--- src/rtl/zone_double_buffer.sv ---
`default_nettype none
// ============================================================================
//  Module      : zone_double_buffer
//  Description : Multi-zone dark-weight double buffer. Per-pixel darkness
//                weights are summed into ZONES saturating accumulators
//                (buffer B). On each frame-boundary freeze, a per-zone
//                dark/light decision and a saturation flag are committed to
//                held output registers (buffer A). The accumulators are
//                cleared on the same edge.
//                Optional feature macro: ZONE_BUF_HYST_EN
//                (adds a THRES_LO clear threshold for hysteresis).
//  Revision    : 1.0 - initial release
// ============================================================================
module zone_double_buffer #(
    parameter int ZONES    = 4,
    parameter int DEPTH    = 16,
    parameter int WD_W     = 3,
    parameter int THRES_HI = 0,
    parameter int THRES_LO = 0
) (
    input  logic                                    clk_i,
    input  logic                                    rst_i,
    input  logic                                    freeze_i,
    input  logic                                    de_i,
    input  logic [((ZONES > 1) ? $clog2(ZONES) : 1)-1:0] zone_i,
    input  logic [WD_W-1:0]                         wd_i,
    output logic [ZONES-1:0]                        dark_o,
    output logic [ZONES-1:0]                        sat_o,
    output logic                                    valid_o,
    output logic                                    upd_o
);

    localparam int               c_ZW      = (ZONES > 1) ? $clog2(ZONES) : 1;
    localparam logic [DEPTH-1:0] c_ACC_MAX = '1;
    // Thresholds are compared at accumulator width, so they are truncated.
    localparam logic [DEPTH-1:0] c_THR_HI  = DEPTH'(THRES_HI);
`ifdef ZONE_BUF_HYST_EN
    localparam logic [DEPTH-1:0] c_THR_LO  = DEPTH'(THRES_LO);

    // An inverted hysteresis band would make the set/clear rules contradict.
    if (THRES_LO > THRES_HI) begin : g_thres_check
        $error("zone_double_buffer: THRES_LO must not exceed THRES_HI");
    end
`endif

    logic r_valid;
    logic r_upd;

    for (genvar z = 0; z < ZONES; z++) begin : g_zone
        logic [DEPTH-1:0] r_acc;
        logic             r_dark;
        logic             r_sat;
        logic             w_hit;
        logic [DEPTH:0]   w_sum;
        logic [DEPTH-1:0] w_acc_next;
        logic             w_dark_next;

        // Out-of-range zone indices never match any z, so they are dropped.
        assign w_hit      = de_i && (zone_i == c_ZW'(z));
        // One extra bit catches the carry so the sum can be clamped.
        assign w_sum      = {1'b0, r_acc} + {{(DEPTH + 1 - WD_W){1'b0}}, wd_i};
        assign w_acc_next = w_sum[DEPTH] ? c_ACC_MAX : w_sum[DEPTH-1:0];

`ifdef ZONE_BUF_HYST_EN
        assign w_dark_next = (r_acc > c_THR_HI) ? 1'b1 :
                             (r_acc < c_THR_LO) ? 1'b0 : r_dark;
`else
        assign w_dark_next = (r_acc > c_THR_HI);
`endif

        // Frame accumulator: freeze clears it and discards the freeze-cycle pixel.
        always_ff @(posedge clk_i or posedge rst_i) begin
            if (rst_i) begin
                r_acc <= '0;
            end else if (freeze_i) begin
                r_acc <= '0;
            end else if (w_hit) begin
                r_acc <= w_acc_next;
            end
        end

        // Committed decision and saturation flag, held until the next freeze.
        always_ff @(posedge clk_i or posedge rst_i) begin
            if (rst_i) begin
                r_dark <= 1'b0;
                r_sat  <= 1'b0;
            end else if (freeze_i) begin
                r_dark <= w_dark_next;
                r_sat  <= (r_acc == c_ACC_MAX);
            end
        end

        assign dark_o[z] = r_dark;
        assign sat_o[z]  = r_sat;
    end

    // Sticky valid flag and single-cycle update pulse following each freeze.
    always_ff @(posedge clk_i or posedge rst_i) begin
        if (rst_i) begin
            r_valid <= 1'b0;
            r_upd   <= 1'b0;
        end else begin
            r_upd <= freeze_i;
            if (freeze_i) begin
                r_valid <= 1'b1;
            end
        end
    end

    assign valid_o = r_valid;
    assign upd_o   = r_upd;

endmodule
`default_nettype wire

--- config.mk ---
export PLATFORM = sky130hd
export DESIGN_NAME = zone_double_buffer
export DESIGN_NICKNAME = d
export VERILOG_FILES = /design/src/rtl/zone_double_buffer.sv
export SDC_FILE = /design/constraint.sdc
export NUM_CORES = 1
export LEC_CHECK = 0
export CAP_MARGIN = 10
export CORE_MARGIN = 2
export CORE_UTILIZATION = 46
export DETAILED_ROUTE_END_ITERATION = 8
export PLACE_DENSITY = 0.66
export SLEW_MARGIN = 40
export SYNTH_ARGS = -nofsm -noshare
export SYNTH_HDL_FRONTEND = slang
export SYNTH_SLANG_ARGS = --single-unit
--- constraint.sdc ---
create_clock -name clk_i -period 2.6 [get_ports clk_i]
set_clock_uncertainty 0.1 [all_clocks]
set_input_delay 0.52 -clock clk_i [delete_from_list [all_inputs] [get_ports clk_i]]
set_output_delay 0.52 -clock clk_i [all_outputs]
set_load 0.05 [all_outputs]
# Word level (Yosys, flattened, before mapping)
# Index checks and enable logic that the tools add are counted.
# word_totals
word_cells	50
inputBits	9
register_bits	74
out_inout_bits	10
# op_classes
n_mux	12
n_addsub	4
n_eq_ne	7
order_cmp	4
reduce_logical	9
# ops
operator	count
2-to-1 mux 16 bit	12
adder 16 x 3 -> 17 bit	4
== test 16 bit, second input constant	4
greater-than comparator 16 x 1 -> 1 bit, second input constant	4
nonzero test 2 bit	4
== test 2 bit, second input constant	2
logical AND 1 bit	4
== test 2 x 1 -> 1 bit, second input constant	1
zero test 2 bit	1

# Logic depth before layout (Yosys ltp)
# Gate-level depths: netlist of run 1.
# depth
word_depth	4
depth_mapped	7
depth_no_buf	6

# Worst setup path after synthesis of run 1
# OpenSTA, ideal clock, no wires.
# synth_timing
kind	in2reg
start	input port wd_i[0]
end	register g_zone[2].r_acc[11]
arrival_time_ns	2.027
setup_slack_ns	0.331
path_stages	6
path_buffers	0
t_required_ns	2.358
setup_time_ns	0.142
path_cell_list	ha_1 -> fa_1 -> a21oi_1 -> nor3_2 -> a211oi_1 -> a211oi_1
# synth_via
elab_chain_len	4
# synth_rtl
element	line	source
from (decl)	26	input logic [WD_W-1:0] wd_i,
adder 16 x 3 -> 17 bit	61	assign w_sum = {1'b0, r_acc} + {{(DEPTH + 1 - WD_W){1'b0}}, wd_i};
2-to-1 mux 16 bit	62	assign w_acc_next = w_sum[DEPTH] ? c_ACC_MAX : w_sum[DEPTH-1:0];
2-to-1 mux 16 bit	77	end else if (w_hit) begin
2-to-1 mux 16 bit	75	end else if (freeze_i) begin
to (signal assigned)	78	r_acc <= w_acc_next;
to (decl)	50	logic [DEPTH-1:0] r_acc;
# No other way between the ends. The select of a mux whose other input is x is not followed.
# A chain may end at the register's enable or synchronous reset.

# Final worst setup path of run 1
# layout_timing
start	input port wd_i[0]
end	register g_zone[0].r_acc[14]
# layout_via
elab_chain_len	4
# layout_rtl
element	line
adder 16 x 3 -> 17 bit	61
2-to-1 mux 16 bit	62
2-to-1 mux 16 bit	77
2-to-1 mux 16 bit	75
to (signal assigned)	78
to (decl)	50
# No other way between the ends. The select of a mux whose other input is x is not followed.

==> metrics.yaml, run 1 <==
ys_warn_count: 0
overflow: 0
whs_endpoint: "valid_o$_DFFE_PP0P_"
critPathLaunchType: "input port"
synthMuxAreaShare_pct: 0
antenna_left: 0
power.leakage_uw: 0.00225
via_count: 4172
required_ps: 2750
dr.pass1.iters: 4
syn_area_per_cell_um2: 9.21
cp.arrival_ps: 2650
setup_viol: 0
die_h_um: 105
maxCapViolCount: 0
reg2reg_from: "g_zone[0].r_acc[0]$_DFFE_PP0P_"
place_ws_ps: -223
run_status: "complete, no violations"
numCtsBuffers: 9
finalWorstSetupSlack_ps: 104
synth_top_family_by_area: "simple AND/OR/NAND/NOR gates"
reg2reg_to: "g_zone[0].r_acc[14]$_DFFE_PP0P_"
crit_path_end_kind: "register"
synth_edf_count: 0
place.gp.congestion: 0.877
avgRoutedWirePerCell_um: 16.7
antenna_found_initial: 0
min_path_type: "register to register"
clock-sinks: 74
synth_compound_area_share_pct: 22.4
dp_hpwl_mm: 8.13
finalCritPeriodShare_pct: 96.0
clockBufferDepth: 2
dr.first_iter.drc_count: 194
grt_pass1_wl_mm: 19.5
async_flop_share_pct: 100
min_from: "valid_o$_DFFE_PP0P_"
crit_type: "input port to register"
synthAdderAreaFrac_pct: 4.93
placementRows: 36
cts_hold_buf: 0
finalHoldViolCount: 0
io_buffers: 18
p_per_area_mw_per_mm2: 477
max_freq_ghz: 0.401
yosysSeqAreaShare_pct: 39.6
grt_max_degree: 31
clock_latency_ps: 370
slew_headroom_pct: 60.2
antennaDiodeCount: 0
synth-xor-area-share_pct: 0.750
vias_per_cell: 6.09
clk_pin_slew_ps: 80
synthCells: 507
dieArea_mm2: 0.0110
h-tree-depth: 3
slew_violations: 0
start_util_pct: 47.6
layout_min_cycle_time_ps: 2500
synth_cell_types: 60
fin_nets: 573
ios: 19
r2r_cells: 6
grtUsageTotal_pct: 21.9
r2r_slack_ps: 430
cts-root-buf: "clkbuf_8"
area_growth_pct: 16.6
drive_gt1_share_pct: 16.3
rsz0062_at_grt: "false"
fin_hold_ws_ps: 376
post_cts_resized: 0
worst_pin_slew_ps: 595
synth_seq_cells: 74
synth-simple-area-share_pct: 26.7
postCtsSetupBuffers: 0
cts_tree: "built"
power_uw: 2600
syn_nets: 532
grt_pass1_vias: 3964
die_w_um: 105
synthFlopType: "dfrtp_1"
synthesis.area_mm2: 0.00467
critPathMaxFanout: 8
totalWireLength_mm: 11.5
core_region_area_mm2: 0.00982
holdPathStages: 1
vdd_drop_max_uv: 346
drc: 0
## kinds of logic (layout without fill, tap and decap cells)
| kind of cell | Yosys count | after routing |
|---|---|---|
| AOI/OAI and AO/OA | 149 | 149 |
| adders and majority gates | 16 | 16 |
| buffers and inverters | 51 | 96 |
| DFF | 74 | 74 |
| and+or+nand+nor | 213 | 213 |
| xor gates and xnor gates | 4 | 4 |
## worst max-delay path by stage
stage	from	to	slack [ps]	cells after the start
after global placement	wd_i[0]	g_zone[0].r_acc[14]$_DFFE_PP0P_	-180	7
final	wd_i[0]	g_zone[0].r_acc[14]$_DFFE_PP0P_	100	7
after detailed placement	wd_i[0]	g_zone[1].r_acc[14]$_DFFE_PP0P_	-220	7
after floorplan	rst_i	g_zone[0].r_acc[0]$_DFFE_PP0P_	100	1
after global routing	wd_i[0]	g_zone[1].r_acc[14]$_DFFE_PP0P_	9	7
after CTS	wd_i[0]	g_zone[0].r_acc[14]$_DFFE_PP0P_	130	7
## state kept, by name, summed over array words and instances, names as in the netlist
signal,cells
g_zone.r_acc,64
g_zone.r_dark,4
valid_o,1
upd_o,1
g_zone.r_sat,4
## routing by layer
layer  GRT usage [%]  part of all wire, %  vias up
li1                -                    -     2040
met1            29.5                   47     2029
met2            34.7                   48       84
met3            6.24                  4.2       19
met4            5.81                  1.4        0
met5               0                    0        -
## layout by cell type (no fill, tap or decap), types with 2 or more instances in the layout
| cell | synthesis | routed |
|---|---|---|
| and3b_2 | 2 | 2 |
| a21oi_1 | 39 | 39 |
| fa_1 | 4 | 4 |
| nand3b_1 | 2 | 2 |
| nor2b_1 | 2 | 2 |
| nor3_1 | 22 | 22 |
| a21boi_0 | 5 | 5 |
| clkbuf_8 | 0 | 10 |
| a2111oi_0 | 2 | 2 |
| nor2_1 | 44 | 44 |
| bufinv_16 | 0 | 3 |
| dfrtp_1 | 74 | 74 |
| o21ai_0 | 7 | 7 |
| nand2_1 | 23 | 23 |
| clkdlybuf4s50_1 | 0 | 17 |
| nor4_4 | 2 | 2 |
| a21o_1 | 6 | 6 |
| and4_1 | 11 | 11 |
| nand4_2 | 3 | 3 |
| nor4b_1 | 2 | 2 |
| buf_4 | 9 | 48 |
| a311oi_1 | 11 | 11 |
| o21bai_1 | 8 | 8 |
| a211oi_1 | 34 | 34 |
| nor4_1 | 21 | 21 |
| a31oi_1 | 21 | 21 |
| and4b_1 | 2 | 2 |
| nand4_1 | 20 | 20 |
| buf_12 | 0 | 2 |
| and2_1 | 3 | 3 |
| or2_2 | 3 | 3 |
| nand3_1 | 18 | 18 |
| nor3_2 | 3 | 3 |
| xnor2_1 | 3 | 3 |
| inv_1 | 13 | 12 |
| ha_1 | 12 | 12 |
| a41oi_1 | 6 | 6 |
| and3_1 | 20 | 20 |
## synthesized netlist by cell type (3+ instances only)
| master | count | area [um2] |
|---|---|---|
| nor2_1 | 44 | 165 |
| buf_4 | 9 | 67.6 |
| fa_1 | 4 | 80.1 |
| a21oi_1 | 39 | 195 |
| or2_2 | 3 | 18.8 |
| and2_1 | 3 | 18.8 |
| nand2_1 | 23 | 86.3 |
| and3_1 | 20 | 125 |
| clkbuf_1 | 12 | 45.0 |
| a21o_1 | 6 | 45.0 |
| inv_1 | 13 | 48.8 |
| o21ai_0 | 7 | 35.0 |
| nand4_1 | 20 | 125 |
| and4_1 | 11 | 96.3 |
| dfrtp_1 | 74 | 1850 |
| nor4_1 | 21 | 131 |
| buf_2 | 13 | 65.1 |
| nor3_2 | 3 | 30.0 |
| o21bai_1 | 8 | 60.1 |
| a311oi_1 | 11 | 96.3 |
| nor3_1 | 22 | 110 |
| a21boi_0 | 5 | 37.5 |
| a211oi_1 | 34 | 255 |
| a31oi_1 | 21 | 131 |
| a41oi_1 | 6 | 52.6 |
| nand3_1 | 18 | 90.1 |
| ha_1 | 12 | 150 |
| xnor2_1 | 3 | 26.3 |
| nand4_2 | 3 | 37.5 |
## stage by stage
step	util, %	instance area (um2)	instances	setup TNS (ps)
global placement	53.0	5200	670	-4010
global route	55.4	5440	685	0
CTS	55.4	5440	685	0
finish	55.4	5440	685	0
detailed placement	53.0	5200	670	-6060
floorplan	-	4670	507	0
## final cells by class
class	count	area, um2
fillers	925	4380
multi-input cells	382	2560
flip-flops and latches	74	1850
repair buffers	68	576
well taps	133	166
clock buffers	10	138
clock inverters	5	103
inverters	13	48.8
## power by group
| part | internal (uW) | total (uW) | switching (uW) |
|---|---|---|---|
| Combinational | 121 | 295 | 174 |
| Clock | 657 | 1110 | 456 |
| Sequential | 1170 | 1190 | 19.3 |
## worst max-delay path, cell delays in order
cell and delay (ps):
clkdlybuf4s50_1 530, ha_1 300, fa_1 400, a21o_1 280, and4_1 280, a41oi_1 270
nor3_1 70
Note: power is estimated with default switching activity, not from simulation.
==> inputs of run 2 (changes only) <==
- REMOVE_ABC_BUFFERS: unset -> 1
==> run 2 against run 1 <==
Against the previous run: combinational power down 2%; clock-buffer cell count up 1; core utilization up 0.31 points; sequential share of layout area down 0.19 points; highest routed layer unchanged; hold slack worse by 5.7 ps.
==> metrics.yaml, run 2 (synthesis gave the netlist of run 1 again) <==
die_h_um: 105  # unchanged
avgRoutedWirePerCell_um: 16.2  # -2.9%
place_inst: 669  # -0.15%
postCtsSetupBuffers: 0  # unchanged
ios: 19  # unchanged
critPathMaxFanout: 7  # -1
crit_chain: "clkdlybuf4s50_1 -> ha_1 -> fa_1 -> a21o_1 -> and4_1 -> a41oi_1 -> a211oi_1"
die_w_um: 105  # unchanged
power_frac_clock_pct: 42.9  # about the same
drc: 0  # unchanged
drive_gt1_share_pct: 16.0  # -0.33 points
top_regs: "g_zone.r_acc x64, g_zone.r_dark x4, g_zone.r_sat x4"
largest_reg_flops: 64  # unchanged
overflow: 0  # unchanged
fin_nets: 572  # -0.17%
numCtsBuffers: 9  # unchanged
clockBufferDepth: 2  # unchanged
setup_viol: 0  # unchanged
antennaDiodeCount: 0  # unchanged
layout_commonest_cell: "dfrtp_1"
power.leakage_uw: 0.00226  # +0.58%
dp_hpwl_mm: 7.87  # -3.2%
cp-startpoint: "wd_i[0]"
cts_hold_buf: 0  # unchanged
slowest_stage: "clkdlybuf4s50_1"
cts-root-buf: "clkbuf_8"
setup_tns_ps: 0  # unchanged
post_cts_resized: 0  # unchanged
clock_latency_ps: 360  # about the same
critPathLaunchType: "input port"
grt_pass1_vias: 4088  # +3.1%
antenna_left: 0  # unchanged
layout_min_cycle_time_ps: 2450  # -45.3 ps
finalHoldViolCount: 0  # unchanged
cp.arrival_ps: 2590  # -60 ps
dr.first_iter.drc_count: 150  # -23%
via_count: 4161  # -0.26%
dr.pass1.iters: 4  # unchanged
p_int_uw: 1950  # +0.15%
grt_pass1_wl_mm: 19.4  # -0.53%
max_stage_delay_ps: 530  # about the same
path_buf_inv: 1  # unchanged
clk_pin_slew_ps: 80  # about the same
area_growth_pct: 17.2
placed_area_mm2: 0.00523  # +0.58%
maxCapViolCount: 0  # unchanged
swShare_pct: 24.7  # -0.36 points
grt_max_degree: 39  # +26%
core_region_area_mm2: 0.00982  # unchanged
totalWireLength_mm: 11.1  # -3.1%
vdd_drop_max_uv: 257  # -26%
final_cell_mix: "dfrtp_1 (74), nor2_1 (44), buf_4 (44), a21oi_1 (39), a211oi_1 (34)"
final_cells: 684  # -0.15%
fin_area_mm2: 0.00547  # +0.55%
power_frac_comb_pct: 11.2  # -0.2 points
max_freq_ghz: 0.408  # +1.9%
reg2reg_from: "g_zone[2].r_acc[0]$_DFFE_PP0P_"
vias_per_cell: 6.08  # -0.12%
r2r_slack_ps: 490  # +60 ps
worst_pin_slew_ps: 734  # +139 ps
h-tree-depth: 3  # unchanged
rsz0062_at_grt: "false"
crit_path_end_kind: "register"
min_path_type: "register to register"
placementRows: 36  # unchanged
p_per_area_mw_per_mm2: 473  # -0.87%
slew_headroom_pct: 51.0  # -9.2 points
crit_type: "input port to register"
start_util_pct: 47.6  # unchanged
dieArea_mm2: 0.0110  # unchanged
grtUsageTotal_pct: 21.4  # -0.57 points
min_from: "valid_o$_DFFE_PP0P_"
antenna_found_initial: 0  # unchanged
regMostFlops: "g_zone.r_acc"
required_ps: 2740  # about the same
critPathTopFamily: "adder cells"
finalCritPeriodShare_pct: 94.2  # -1.7 points
p_seq_share_pct: 45.9  # about the same
cts_tree: "built"
slew_violations: 0  # unchanged
run_status: "complete, no violations"
power.net_switching_uw: 638  # -1.8%
clock-sinks: 74  # unchanged
io_buffers: 18  # unchanged
place.gp.congestion: 0.856  # -2.4%
-- run 2: per-layer routing --
metal | vias to the layer above | part of all wire (%) | track usage, %
met5 | - | 0 | 0
met1 | 2039 | 48 | 29.4
met3 | 11 | 2.8 | 3.49
li1 | 2047 | - | -
met4 | 0 | 1.2 | 5.90
met2 | 64 | 48 | 34.9
-- run 2: final timing paths --
check,endpoint,cells after the start
min reg2reg,valid_o$_DFFE_PP0P_,1
max,g_zone[1].r_acc[14]$_DFFE_PP0P_,7
max reg2reg,g_zone[2].r_acc[2]$_DFFE_PP0P_,7
max in group asynchronous,g_zone[1].r_acc[9]$_DFFE_PP0P_,3
min,valid_o$_DFFE_PP0P_,1
min in group asynchronous,g_zone[2].r_acc[4]$_DFFE_PP0P_,2
-- run 2: worst register-to-register path: cells and delay by family, from the launching register on --
family          cells  cell delay (ps)
buf+inv             1              140
fa+ha+maj           2              650
simple gates        2              260
compound gates      2              370
flops               1              430
-- run 2: final cells by class --
type / count / area [um2]
timing repair buffer: 67 / 606
multi-input combinational: 382 / 2560
sequential: 74 / 1850
tap: 133 / 166
clock inverter: 4 / 98.8
fill: 942 / 4350
clock buffer: 11 / 141
inverter: 13 / 48.8
-- run 2: stage by stage --
stage	hold WS, ps	power [uW]	util [%]	setup WS, ps
floorplan	380	1360	-	98.4
global placement	349	1490	53.3	-172
detailed placement	352	1500	53.3	-237
CTS	375	2620	55.7	147
global route	403	2680	55.7	20.4
finish	370	2590	55.7	150
-- run 2: power groups by stage --
stage          Sequential, uW  Combinational (uW)  Clock (uW)
2_1_floorplan            1240                 118           0
3_3_place_gp             1210                 284           0
3_5_place_dp             1210                 292           0
4_1_cts                  1190                 293        1140
5_1_grt                  1190                 320        1170
6_report                 1190                 290        1110
==> inputs of run 3 (changes only) <==
- GPL_TIMING_DRIVEN: unset -> 0
==> run 3 against run 2 <==
Against the previous run: non-clock buffer count is 46 lower; global-route usage is 1.3 points lower; worst setup slack worse by 78 ps; clock-buffer cell count stayed put; highest routed layer unchanged; via count is 3.8% lower; sequential power hardly changed; register-to-register slack worse by 100 ps; die area stayed put; critical endpoint unchanged; core utilization is 3.1 points lower; combinational power is 12% lower; first-iteration DRC count is 0.67% higher.
==> metrics.yaml, run 3 (synthesis gave the netlist of run 1 again) <==
regMostFlops: "g_zone.r_acc"
dp_hpwl_mm: 7.23  # -8.1%
largest_reg_flops: 64  # unchanged
setup_viol: 0  # unchanged
dieArea_mm2: 0.0110  # unchanged
p_int_uw: 2020  # +3.5%
clk_pin_slew_ps: 90  # about the same
run_status: "complete, no violations"
grt_use_met1_pct: 27.8  # -1.6 points
start_util_pct: 47.6  # unchanged
die_h_um: 105  # unchanged
busiest_layer: "met2"
clock-sinks: 74  # unchanged
overflow: 0  # unchanged
power_frac_clock_pct: 45.4  # +2.5 points
avgRoutedWirePerCell_um: 16.8  # +3.2%
worst_pin_slew_ps: 729  # -5.44 ps
cp.arrival_ps: 2670  # +80 ps
place_inst: 622  # -7.0%
totalWireLength_mm: 10.7  # -3.6%
crit_chain: "clkdlybuf4s50_1 -> ha_1 -> fa_1 -> a21o_2 -> and4_1 -> a41oi_1 -> a211oi_1"
cts_tree: "built"
die_w_um: 105  # unchanged
grtUsageTotal_pct: 20.0  # -1.3 points
numCtsBuffers: 9  # unchanged
h-tree-depth: 3  # unchanged
cts-root-buf: "clkbuf_8"
layout_min_cycle_time_ps: 2530  # +78.2 ps
io_buffers: 18  # unchanged
via_count: 4001  # -3.8%
place.gp.congestion: 0.835  # -2.5%
dr.first_iter.drc_count: 151  # +0.67%
reg2reg_to: "g_zone[1].r_acc[14]$_DFFE_PP0P_"
grt_max_degree: 55  # +41%
use_met3_pct: 2.87  # -0.62 points
path_buf_inv: 1  # unchanged
area_growth_pct: 10.7
place_ws_ps: -612  # -376 ps
critPathTopFamily: "adder cells"
r2r_slack_ps: 390  # -100 ps
crit_path_end_kind: "register"
placementRows: 36  # unchanged
slew_headroom_pct: 51.0  # about the same
maxCapViolCount: 0  # unchanged
finalHoldViolCount: 0  # unchanged
clockBufferDepth: 2  # unchanged
final_cell_mix: "dfrtp_1 (74), nor2_1 (44), a21oi_1 (37), a211oi_1 (33), nand2_1 (23)"
critPathLaunchType: "input port"
drc: 0  # unchanged
max_stage_delay_ps: 520  # about the same
power_frac_comb_pct: 9.7  # -1.5 points
whs_endpoint: "valid_o$_DFFE_PP0P_"
post-route-util_pct: 52.7  # -3.1 points
vdd_drop_max_uv: 272  # +5.7%
clock_latency_ps: 360  # about the same
power.net_switching_uw: 627  # -1.7%
slowest_stage: "clkdlybuf4s50_1"
vias_per_cell: 6.26  # +2.9%
power_uw: 2640  # +2.2%
layout_commonest_cell: "dfrtp_1"
p_per_area_mw_per_mm2: 511  # +8.2%
crit_type: "input port to register"
antennaDiodeCount: 0  # unchanged
holdPathStages: 1  # unchanged
finalWorstSetupSlack_ps: 71.5  # -78.2 ps
min_path_type: "register to register"
p_seq_share_pct: 44.9  # -1.0 points
min_from: "valid_o$_DFFE_PP0P_"
fin_nets: 526  # -8.0%
grt_pass1_vias: 3834  # -6.2%
fillCellCount: 942  # unchanged
antenna_found_initial: 0  # unchanged
ios: 19  # unchanged
core_region_area_mm2: 0.00982  # unchanged
met2_usage_pct: 31.8  # -3.1 points
r2r_cells: 6  # -1
required_ps: 2740  # about the same
critPathMaxFanout: 17  # +10
grt_pass1_wl_mm: 18.3  # -5.9%
power.leakage_uw: 0.00206  # -8.6%
antenna_left: 0  # unchanged
reg2reg_from: "g_zone[1].r_acc[0]$_DFFE_PP0P_"
finalCritPeriodShare_pct: 97.3  # +3.0 points
final_cells: 639  # -6.6%
drive_gt1_share_pct: 9.68  # -6.3 points
top_regs: "g_zone.r_acc x64, g_zone.r_dark x4, g_zone.r_sat x4"
swShare_pct: 23.7  # -0.95 points
dr.pass1.iters: 5  # +1
max_freq_ghz: 0.395  # -3.1%
cp-startpoint: "wd_i[0]"
slew_violations: 0  # unchanged
-- run 3: worst max-delay path by stage --
| stage | to | slack [ps] | cells after the start |
|---|---|---|---|
| after floorplan | g_zone[0].r_acc[0]$_DFFE_PP0P_ | 100 | 1 |
| after global placement | g_zone[1].r_acc[3]$_DFFE_PP0P_ | -1400 | 3 |
| after detailed placement | g_zone[2].r_acc[11]$_DFFE_PP0P_ | -610 | 6 |
| after CTS | g_zone[3].r_acc[10]$_DFFE_PP0P_ | 30 | 7 |
| after global routing | g_zone[3].r_acc[11]$_DFFE_PP0P_ | -2 | 7 |
| final | g_zone[1].r_acc[14]$_DFFE_PP0P_ | 70 | 7 |
-- run 3: what timing repair did --
action	4_1_cts	5_1_grt
hold buffers	0	0
resized for setup	4	6
setup endpoints to repair	11	14
buffers inserted	0	1
pin swaps	0	1
-- run 3: worst reg2reg max path: stages, from the launching register on --
cell and delay, ps:
dfrtp_1 430, ha_1 230, fa_1 400, a21o_2 340, and4_1 290, a41oi_1 240
a211oi_1 70
-- run 3: area by class of cell --
cell class / instances / area, um2 / share of cell area [%]
multi-input cells: 382 / 2600 / 50.3
clock inverters: 5 / 125 / 2.42
inverters: 13 / 53.8 / 1.04
flip-flops and latches: 74 / 1850 / 35.8
repair buffers: 21 / 231 / 4.48
well taps: 133 / 166 / 3.22
clock buffers: 11 / 141 / 2.73
-- run 3: power by group through the flow --
stage          Clock, uW  Sequential, uW  Combinational, uW
3_3_place_gp           0            1210                238
5_1_grt             1270            1190                283
2_1_floorplan          0            1240                118
3_5_place_dp           0            1210                253
4_1_cts             1230            1190                254
6_report            1200            1190                255
-- run 3: routing by layer --
layer	part of all wire [%]	vias to the layer above
met5	0	-
met4	1.3	0
met3	2.6	9
met2	48	67
met1	49	1977
li1	-	1948
-- run 3: through the flow --
stage	hold slack, ps	TNS (ps)	cell area, um2
after CTS	370	0	5140
after global placement	350	-166310	4810
after detailed placement	359	-17420	4870
after global routing	392	-2.31	5170
after floorplan	380	0	4460
final	371	0	5170
